<file path="src/rtl/jtag_bscan_top.sv">
// rtl/jtag_bscan_top.sv - IEEE 1149.1 TAP controller and boundary-scan wrapper
//
// Purpose: 16-state TAP controller, 4-bit instruction register, bypass and
// optional IDCODE data registers, and a boundary-scan register over every
// functional input and output pin.
//
// Optional feature macro: JTAG_IDCODE_EN (IDCODE register present; reset
// selects IDCODE). Without it, code 4'b0010 decodes as BYPASS and reset
// selects BYPASS.
//
// Ports:
//   TCK      in   test clock, the only clock
//   TRST     in   asynchronous active-low reset of all TAP state
//   TMS      in   mode select, sampled on rising TCK
//   TDI      in   serial data in, sampled on rising TCK
//   TDO      out  serial data out, updated on falling TCK
//   TDO_EN   out  high while in Shift-IR or Shift-DR
//   pin_in   in   [N_IN]  functional inputs from pads
//   core_in  out  [N_IN]  functional inputs to core (always pin_in)
//   core_out in   [N_OUT] functional outputs from core
//   pin_out  out  [N_OUT] functional outputs to pads
module jtag_bscan_top #(
    parameter int          N_IN         = 35,
    parameter int          N_OUT        = 49,
    parameter logic [31:0] IDCODE_VALUE = 32'h0000_1001
) (
    input  logic             TCK,
    input  logic             TRST,
    input  logic             TMS,
    input  logic             TDI,
    output logic             TDO,
    output logic             TDO_EN,
    input  logic [N_IN-1:0]  pin_in,
    output logic [N_IN-1:0]  core_in,
    input  logic [N_OUT-1:0] core_out,
    output logic [N_OUT-1:0] pin_out
);

    localparam int N_BSR = N_IN + N_OUT;

    localparam logic [3:0] INSTR_EXTEST = 4'b0000;
    localparam logic [3:0] INSTR_SAMPLE = 4'b0001;
`ifdef JTAG_IDCODE_EN
    localparam logic [3:0] INSTR_IDCODE = 4'b0010;
    localparam logic [3:0] INSTR_RESET  = 4'b0010;
`else
    localparam logic [3:0] INSTR_RESET  = 4'b1111;
`endif

    // IDCODE bit 0 is the marker that distinguishes IDCODE from BYPASS.
    if (IDCODE_VALUE[0] != 1'b1) begin : g_idcode_lsb_check
        $error("IDCODE_VALUE bit 0 must be 1");
    end

    typedef enum logic [3:0] {
        TLR, RTI,
        SEL_DR, CAP_DR, SH_DR, EX1_DR, PAUSE_DR, EX2_DR, UPD_DR,
        SEL_IR, CAP_IR, SH_IR, EX1_IR, PAUSE_IR, EX2_IR, UPD_IR
    } tap_state_e;

    tap_state_e       state_q;
    logic [3:0]       ir_shift_q;
    logic [3:0]       ir_q;
    logic             bypass_q;
    logic [N_BSR-1:0] bsr_shift_q;
    // Only output cells keep an update latch: core_in is always pin_in, so
    // input-cell latches would have no consumer.
    logic [N_OUT-1:0] bsr_upd_q;
    logic             tdo_q;
    logic             sel_bsr;
    logic             dr_lsb;
`ifdef JTAG_IDCODE_EN
    logic [31:0]      idcode_q;
    logic             sel_idcode;

    assign sel_idcode = (ir_q == INSTR_IDCODE);
`endif

    assign sel_bsr = (ir_q == INSTR_EXTEST) || (ir_q == INSTR_SAMPLE);

    always_comb begin
        dr_lsb = bypass_q;
        if (sel_bsr) dr_lsb = bsr_shift_q[0];
`ifdef JTAG_IDCODE_EN
        if (sel_idcode) dr_lsb = idcode_q[0];
`endif
    end

    always_ff @(posedge TCK or negedge TRST) begin
        if (!TRST) begin
            state_q <= TLR;
        end else begin
            case (state_q)
                TLR:      state_q <= TMS ? TLR    : RTI;
                RTI:      state_q <= TMS ? SEL_DR : RTI;
                SEL_DR:   state_q <= TMS ? SEL_IR : CAP_DR;
                CAP_DR:   state_q <= TMS ? EX1_DR : SH_DR;
                SH_DR:    state_q <= TMS ? EX1_DR : SH_DR;
                EX1_DR:   state_q <= TMS ? UPD_DR : PAUSE_DR;
                PAUSE_DR: state_q <= TMS ? EX2_DR : PAUSE_DR;
                EX2_DR:   state_q <= TMS ? UPD_DR : SH_DR;
                UPD_DR:   state_q <= TMS ? SEL_DR : RTI;
                SEL_IR:   state_q <= TMS ? TLR    : CAP_IR;
                CAP_IR:   state_q <= TMS ? EX1_IR : SH_IR;
                SH_IR:    state_q <= TMS ? EX1_IR : SH_IR;
                EX1_IR:   state_q <= TMS ? UPD_IR : PAUSE_IR;
                PAUSE_IR: state_q <= TMS ? EX2_IR : PAUSE_IR;
                EX2_IR:   state_q <= TMS ? UPD_IR : SH_IR;
                UPD_IR:   state_q <= TMS ? SEL_DR : RTI;
                default:  state_q <= TLR;
            endcase
        end
    end

    // Capture and shift stages; only the selected data register moves.
    always_ff @(posedge TCK or negedge TRST) begin
        if (!TRST) begin
            ir_shift_q  <= 4'b0001;
            bypass_q    <= 1'b0;
            bsr_shift_q <= '0;
`ifdef JTAG_IDCODE_EN
            idcode_q    <= '0;
`endif
        end else begin
            case (state_q)
                CAP_IR: ir_shift_q <= 4'b0001;
                SH_IR:  ir_shift_q <= {TDI, ir_shift_q[3:1]};
                CAP_DR: begin
                    if (sel_bsr) bsr_shift_q <= {core_out, pin_in};
`ifdef JTAG_IDCODE_EN
                    else if (sel_idcode) idcode_q <= IDCODE_VALUE;
`endif
                    else bypass_q <= 1'b0;
                end
                SH_DR: begin
                    if (sel_bsr) bsr_shift_q <= {TDI, bsr_shift_q[N_BSR-1:1]};
`ifdef JTAG_IDCODE_EN
                    else if (sel_idcode) idcode_q <= {TDI, idcode_q[31:1]};
`endif
                    else bypass_q <= TDI;
                end
                default: ;
            endcase
        end
    end

    // Falling-edge side: instruction update, boundary update latches, TDO.
    always_ff @(negedge TCK or negedge TRST) begin
        if (!TRST) begin
            ir_q      <= INSTR_RESET;
            bsr_upd_q <= '0;
            tdo_q     <= 1'b0;
        end else begin
            if (state_q == TLR) ir_q <= INSTR_RESET;
            else if (state_q == UPD_IR) ir_q <= ir_shift_q;

            if ((state_q == UPD_DR) && sel_bsr) bsr_upd_q <= bsr_shift_q[N_BSR-1:N_IN];

            case (state_q)
                SH_IR:   tdo_q <= ir_shift_q[0];
                SH_DR:   tdo_q <= dr_lsb;
                default: tdo_q <= 1'b0;
            endcase
        end
    end

    assign TDO     = tdo_q;
    assign TDO_EN  = (state_q == SH_DR) || (state_q == SH_IR);
    assign core_in = pin_in;
    assign pin_out = (ir_q == INSTR_EXTEST) ? bsr_upd_q : core_out;

endmodule

</file>
<file path="config.mk">
export PLATFORM = sky130hd
export DESIGN_NAME = jtag_bscan_top
export DESIGN_NICKNAME = d
export VERILOG_FILES = /design/src/rtl/jtag_bscan_top.sv
export SDC_FILE = /design/constraint.sdc
export NUM_CORES = 1
export LEC_CHECK = 0
export ABC_CLOCK_PERIOD_IN_PS = 2300
export BUFFER_PORTS_ARGS = -buffer_cell sky130_fd_sc_hd__buf_2
export CAP_MARGIN = 20
export CORE_UTILIZATION = 51
export CTS_CLUSTER_DIAMETER = 40
export DETAILED_ROUTE_END_ITERATION = 8
export GPL_TIMING_DRIVEN = 0
export PLACE_DENSITY = 0.75
export SYNTH_ARGS = -nofsm -noshare
export SYNTH_HDL_FRONTEND = slang
export SYNTH_SLANG_ARGS = --single-unit
export TNS_END_PERCENT = 30
</file>
<file path="constraint.sdc">
create_clock -name TCK -period 2.3 [get_ports TCK]
set_input_delay 0 -clock TCK [delete_from_list [all_inputs] [get_ports TCK]]
set_output_delay 0 -clock TCK [all_outputs]
set_load 0.005 [all_outputs]
</file>
==> out/results.tsv, run 1 <==
stage	metric	value	unit
cells_and_area	layout cells sized above 1	44.18	%
worst_setup_path	reg2reg end	bsr_shift_q[32]	
worst_hold_path	HP Class	primary input to flip-flop	
yosys	distinct cell type count after synthesis	33	
worst_hold_path	hold_sp	TMS	
worst_setup_path	FF-to-FF path depth	8	
clock_tree	CTS clk-pin slew, worst paths	0.06	ns
global_routing	pin count of the biggest net entering global routing	77	
yosys	post-synthesis net count	741	
timing	Rel. slew slack	54.22	%
timing	Setup violations, final	188	
detailed_routing	WL/cell	18.99	um
worst_setup_path	critical path data required time	2.30	ns
clock_tree	Inserted Clock Buffers	17	
worst_setup_path	Setup CP Type	flip-flop to primary output	
outcome	status	finished, violations left	
timing	worst slew pin tran	0.6867	ns
detailed_routing	Via Count	6342	
timing	RSZ-0062 raised after global routing	yes	
place	Port-buffer cells	173	
timing	Clock Skew	0.05149	ns
global_routing	Tot GR Track Use	27.76	%
power	Pwr Density	706.5	nW/um^2
clock_tree	worst skew pair latency	0.45	ns
yosys	Synth Register Bits	147	
die	Starting Density	52.62	%
detailed_routing	DR pass1 iterations	5	
global_routing	first-pass GRT wire length	31840	um
detailed_routing	DR DRC count	0	
clock_tree	CTS tree	built	
global_routing	number of global-route vias before repair	6521	
place	RD Place Congestion	0.8650	
power	Leak	5.456	nW
cells_and_area	number of fill cells	761	
timing	final worst slack	-0.8346	ns
worst_hold_path	WHS Endpoint	state_q[0]	
die	Core Area	13930	um^2
worst_setup_path	type of origin of the critical path	flip-flop	
power	peak supply drop	0.0005538	V
detailed_routing	Final ANT Viol Nets	0	
timing	Fin. Hold Viols	0	
worst_setup_path	r2r setup slk	-0.65	ns
yosys	Post-Syn Area	7332	um^2
die	Die W	121.9	um
cells_and_area	Layout Nets	1046	
worst_setup_path	Worst setup EP type	primary output	
timing	Fin Setup TNS	-97.79	ns
die	die area	14860	um^2
clock_tree	CTS Root Cell	clkbuf_16	
cells_and_area	Area Growth Syn to Fin	52.58	%
yosys	sequential-to-total area share from yosys stat	50.26	%
yosys	Ys Warns	0	
job	Max Cap Violations	0	
detailed_routing	vias per cell	5.510	
yosys	mean post-synth cell area	11.23	um^2
worst_setup_path	WP data arrival	3.13	ns
worst_hold_path	WHS Path Cells	4	
outcome	violations in the final reports	setup timing	
power	total power	7.904	mW
die	die height	121.9	um
cells_and_area	FF+latch area	3686	um^2
clock_tree	H-tree Lvls	4	
cells_and_area	# diodes	0	
global_routing	initial antenna violation count	0	
die	row count	43	
place	Post-DP HPWL	11890	um
clock_tree	CTS sink count	147	
yosys	Mapped Cells	653	
global_routing	Overflow after GRT	0	
die	IO Pins	174	
detailed_routing	drt first-iter violations	401	
clock_tree	worst-case clock buffer depth	2	
detailed_routing	Routed WL	21860	um
worst_setup_path	critical-path maximum fanout	4	
timing	Final Max Slew Viols	0	
worst_setup_path	R2R Path Start	ir_q[1]	
cells_and_area	Multi-input gate area	3383	um^2
==> how the worst max path moves through the flow <==
stage	start	to	slack (ns)	depth (start not counted)
floorplan	state_q[1]	bsr_upd_q[39]	-0.27	6
global placement	TRST	bsr_upd_q[2]	-1.82	1
global route	ir_q[0]	pin_out[4]	-0.87	6
CTS	ir_q[3]	pin_out[2]	-0.82	6
finish	ir_q[1]	pin_out[6]	-0.83	6
detailed placement	ir_q[2]	pin_out[46]	-0.57	5
==> synth_stat cells, drive strengths merged <==
cell type	instances	area, um^2
o211ai	1	7.510
a211oi	2	15.01
and4bb	1	12.51
and4	1	8.760
clkbuf	10	37.54
a31o	1	8.760
nor2	8	30.03
nor3	4	31.28
a21oi	7	35.03
a22oi	4	30.03
dfrtn	50	1251
nand2b	2	12.51
inv	3	11.26
o21ai	100	504.2
nor2b	2	12.51
mux2i	84	840.8
mux2	99	1115
buf	70	500.5
nand4	1	6.260
dfstp	5	131.4
nand2	98	367.9
nand3	5	25.02
nor4b	1	15.01
o21bai	1	7.510
dfrtp	92	2302
nor4	1	12.51
==> timing repair <==
item,CTS,global route
resized for setup,108,114
cloned,4,4
setup endpoints to repair,187,188
hold buffers,86,0
pin swaps,3,3
buffers inserted,12,4
endpoints found under the hold margin,124,0
==> report_power, final <==
part	switching [mW]	leakage, nW	internal (mW)	total (mW)
registers	0.104	1.59	2.72	2.82
clock network	1.14	0.331	1.96	3.10
logic	0.994	3.53	0.988	1.98
==> worst max-delay path, cell delays in order, from the launching register on <==
cell and delay (ns):
dfstp_2 0.37, nor4_4 0.28, buf_6 0.16, buf_12 0.13, clkbuf_16 0.15, mux2_4 0.31
buf_6 0.12
==> sequential cells by signal, indices dropped and copies added (netlist names) <==
name,count
ir_q,4
bypass_q,1
ir_shift_q,4
bsr_shift_q,84
state_q,4
TDO,1
bsr_upd_q,49
==> layout make-up <==
class	count	area share (%)
flip-flops and latches	147	32.95
clock inverters	17	1.968
well taps	180	2.013
inverters	2	0.06711
plain buffers	80	6.957
clock buffers	19	3.959
multi-input cells	423	30.24
repair buffers	283	21.84
==> layer usage <==
layer	vias up	track usage, %	wire (um)
met2	266	48.55	11600
met5	-	0	0
li1	2862	-	-
met4	0	10.88	667
met3	66	5.899	1150
met1	3148	33.21	8438
==> cells by family after synthesis <==
kind of cell / Yosys count / synth area share (%)
flip-flops: 147 / 50.26
multiplexers: 183 / 26.67
AO/OA/AOI/OAI: 116 / 8.294
AND/OR/NAND/NOR: 124 / 7.287
buffers and inverters: 83 / 7.492
==> cell usage in the layout (no fill, tap or decap), types with 6 or more instances in the layout <==
| cell type | count |
|---|---|
| buf_2 | 123 |
| nand2_1 | 94 |
| dfrtp_1 | 91 |
| dlygate4sd3_1 | 86 |
| mux2i_1 | 84 |
| buf_6 | 66 |
| o21ai_1 | 58 |
| buf_4 | 54 |
| dfrtn_1 | 50 |
| mux2_4 | 49 |
| mux2_2 | 45 |
| o21ai_0 | 33 |
| clkbuf_16 | 21 |
| buf_12 | 9 |
| buf_8 | 9 |
| o21ai_2 | 8 |
| nor2_1 | 7 |
| a21oi_1 | 7 |
| inv_1 | 6 |
==> stage by stage <==
step / util (%) / hold slack [ns] / setup slack, ns / std cells / area, um^2
floorplan: - / -0.2956 / -0.2693 / 653 / 7435
global placement: 61.18 / 0.2669 / -1.816 / 1006 / 8526
detailed placement: 61.43 / 0.06052 / -0.5729 / 1007 / 8559
CTS: 76.48 / 0.02288 / -0.8241 / 1144 / 10660
global route: 80.28 / 0.08127 / -0.8739 / 1151 / 11190
finish: 80.28 / 0.02639 / -0.8346 / 1151 / 11190
Power figures use the tool's default switching activity.
==> run 2, diff against run 1 <==
REMOVE_ABC_BUFFERS = 1   (was unset)
==> out/results.tsv, run 2 (same netlist as run 1, synthesis figures left out) <==
stage	metric	value	unit
clock_tree	CTS sink count	147	
global_routing	GR peak layer	met2	
worst_setup_path	R2R Path Start	ir_q[2]	
worst_setup_path	critical-path maximum fanout	7	
clock_tree	CTS tree	built	
worst_setup_path	WP data arrival	3.19	ns
cells_and_area	Largest regs	bsr_shift_q (84), bsr_upd_q (49)	
worst_setup_path	critical path's largest stage delay	0.38	ns
worst_setup_path	critical path data required time	2.30	ns
cells_and_area	Area Growth Syn to Fin	49.28	%
timing	hold_ws	0.08385	ns
clock_tree	CTS Root Cell	clkbuf_16	
timing	Fin. Hold Viols	0	
worst_setup_path	cell mode on critical path	buf_6	
global_routing	global routing usage on met2	50.71	%
timing	worst slew pin tran	0.7986	ns
detailed_routing	Via Count	6220	
cells_and_area	fin cells	1113	
die	Core Area	13930	um^2
die	die area	14860	um^2
cells_and_area	max reg flops	84	
worst_setup_path	Setup CP Type	flip-flop to primary output	
power	peak supply drop	0.0004753	V
worst_setup_path	crit-path leading delay family	buffers and inverters	
worst_setup_path	crit path buf inv count	4	
die	Die W	121.9	um
cells_and_area	Layout Nets	1008	
global_routing	Overflow after GRT	0	
worst_setup_path	type of origin of the critical path	flip-flop	
detailed_routing	DR DRC count	0	
worst_setup_path	Worst setup EP type	primary output	
outcome	violations in the final reports	setup timing	
die	row count	43	
timing	Rel. slew slack	46.75	%
cells_and_area	commonest non-fill, non-tap cell in the layout	buf_2	
clock_tree	Inserted Clock Buffers	17	
global_routing	M3 GR Usage	6.742	%
detailed_routing	drt first-iter violations	403	
clock_tree	worst-case clock buffer depth	2	
detailed_routing	DR pass1 iterations	7	
cells_and_area	layout cells sized above 1	45.06	%
global_routing	GR Layer Usage met1	33.62	%
global_routing	Tot GR Track Use	28.60	%
global_routing	pin count of the biggest net entering global routing	107	
die	IO Pins	174	
outcome	status	finished, violations left	
cells_and_area	Top reg by flops	bsr_shift_q	
die	Starting Density	52.62	%
place	Port-buffer cells	173	
clock_tree	worst skew pair latency	0.45	ns
detailed_routing	vias per cell	5.588	
power	total power	7.418	mW
timing	final worst slack	-0.8886	ns
detailed_routing	Routed WL	23000	um
place	Post-DP HPWL	10790	um
timing	Setup violations, final	188	
global_routing	first-pass GRT wire length	32400	um
worst_hold_path	HP Class	primary input to asynchronous set/reset pin	
cells_and_area	fin area	10950	um^2
detailed_routing	Final ANT Viol Nets	0	
clock_tree	CTS clk-pin slew, worst paths	0.05	ns
timing	Clock Skew	0.05740	ns
place	Placed Area	8199	um^2
die	die height	121.9	um
worst_setup_path	CP max stage cell	dfstp_2	
detailed_routing	WL/cell	20.67	um
worst_setup_path	Worst Setup SP	ir_q[2]	
timing	Final Max Slew Viols	0	
cells_and_area	Final Util	78.55	%
global_routing	initial antenna violation count	1	
place	RD Place Congestion	0.7767	
job	Max Cap Violations	0	
timing	RSZ-0062 raised after global routing	yes	
global_routing	number of global-route vias before repair	6343	
place	Placed Cells	943	
power	Leak	5.267	nW
clock_tree	H-tree Lvls	4	
worst_setup_path	critical path cell sequence	nor4_4, buf_6, buf_16, buf_12, mux2_4, buf_6	
cells_and_area	most frequent cells in the layout	buf_2, dfrtp_1, dlygate4sd3_1	
power	Pwr Density	677.8	nW/um^2
-- run 2: cell types whose count changed in the layout (fill, tap and decap cells not counted), moves of 7 or more --
cell | previous run | this run
nand2_1 | 94 | 85
o21ai_2 | 8 | 22
o21ai_0 | 33 | 22
mux2_4 | 49 | 42
buf_4 | 54 | 14
buf_12 | 9 | 17
mux2_2 | 45 | 57
buf_6 | 66 | 50
nand2_2 | 4 | 13
buf_2 | 123 | 135
-- run 2: what timing repair did --
item,4_1_cts,5_1_grt
setup buffers,22,8
endpoints found under the hold margin,180,0
hold buffers,87,0
cloned,5,13
endpoints found under the setup margin,187,188
gates resized for setup,111,108
pin swaps,27,12
-- run 2: routing by layer --
metal,part of all wire (%),up-vias
li1,-,2798
met1,39,3102
met3,6.2,41
met5,0,-
met2,53,279
met4,2.0,0
-- run 2: worst paths after layout --
kind	end	slack [ns]	cells after the start
worst max-delay path	pin_out[2]	-0.89	6
worst min-delay path	bsr_shift_q[14]	0.08	2
worst max register to register	bsr_shift_q[77]	-0.67	6
worst min register to register	bsr_upd_q[46]	0.45	1
max in group asynchronous	ir_q[3]	0.24	3
min in group TCK	bsr_shift_q[27]	0.40	4
-- run 2: where the power goes --
group	switching (mW)	total (mW)	internal [mW]	leakage [nW]
Sequential	0.124	2.85	2.72	1.59
Combinational	1.08	2.11	1.04	3.40
Clock	1.07	2.46	1.39	0.276
Total	2.27	7.42	5.15	5.27
-- run 2: metrics by stage --
step                worst slack, ns   TNS, ns
floorplan                    -10.88  -1133.23
global placement             -17.05  -1946.25
detailed placement           -1.547   -127.97
CTS                         -0.8642   -118.83
global route                -0.9566   -114.49
finish                      -0.8886   -104.69
-- run 2: area by class of cell --
class | instances | area, um^2
diodes | 1 | 2.502
clock buffers | 23 | 457.9
clock inverters | 12 | 52.55
fillers | 794 | 2989
inverters | 2 | 7.507
multi-input cells | 425 | 3475
flip-flops and latches | 147 | 3690
well taps | 180 | 225.2
repair buffers | 323 | 3035
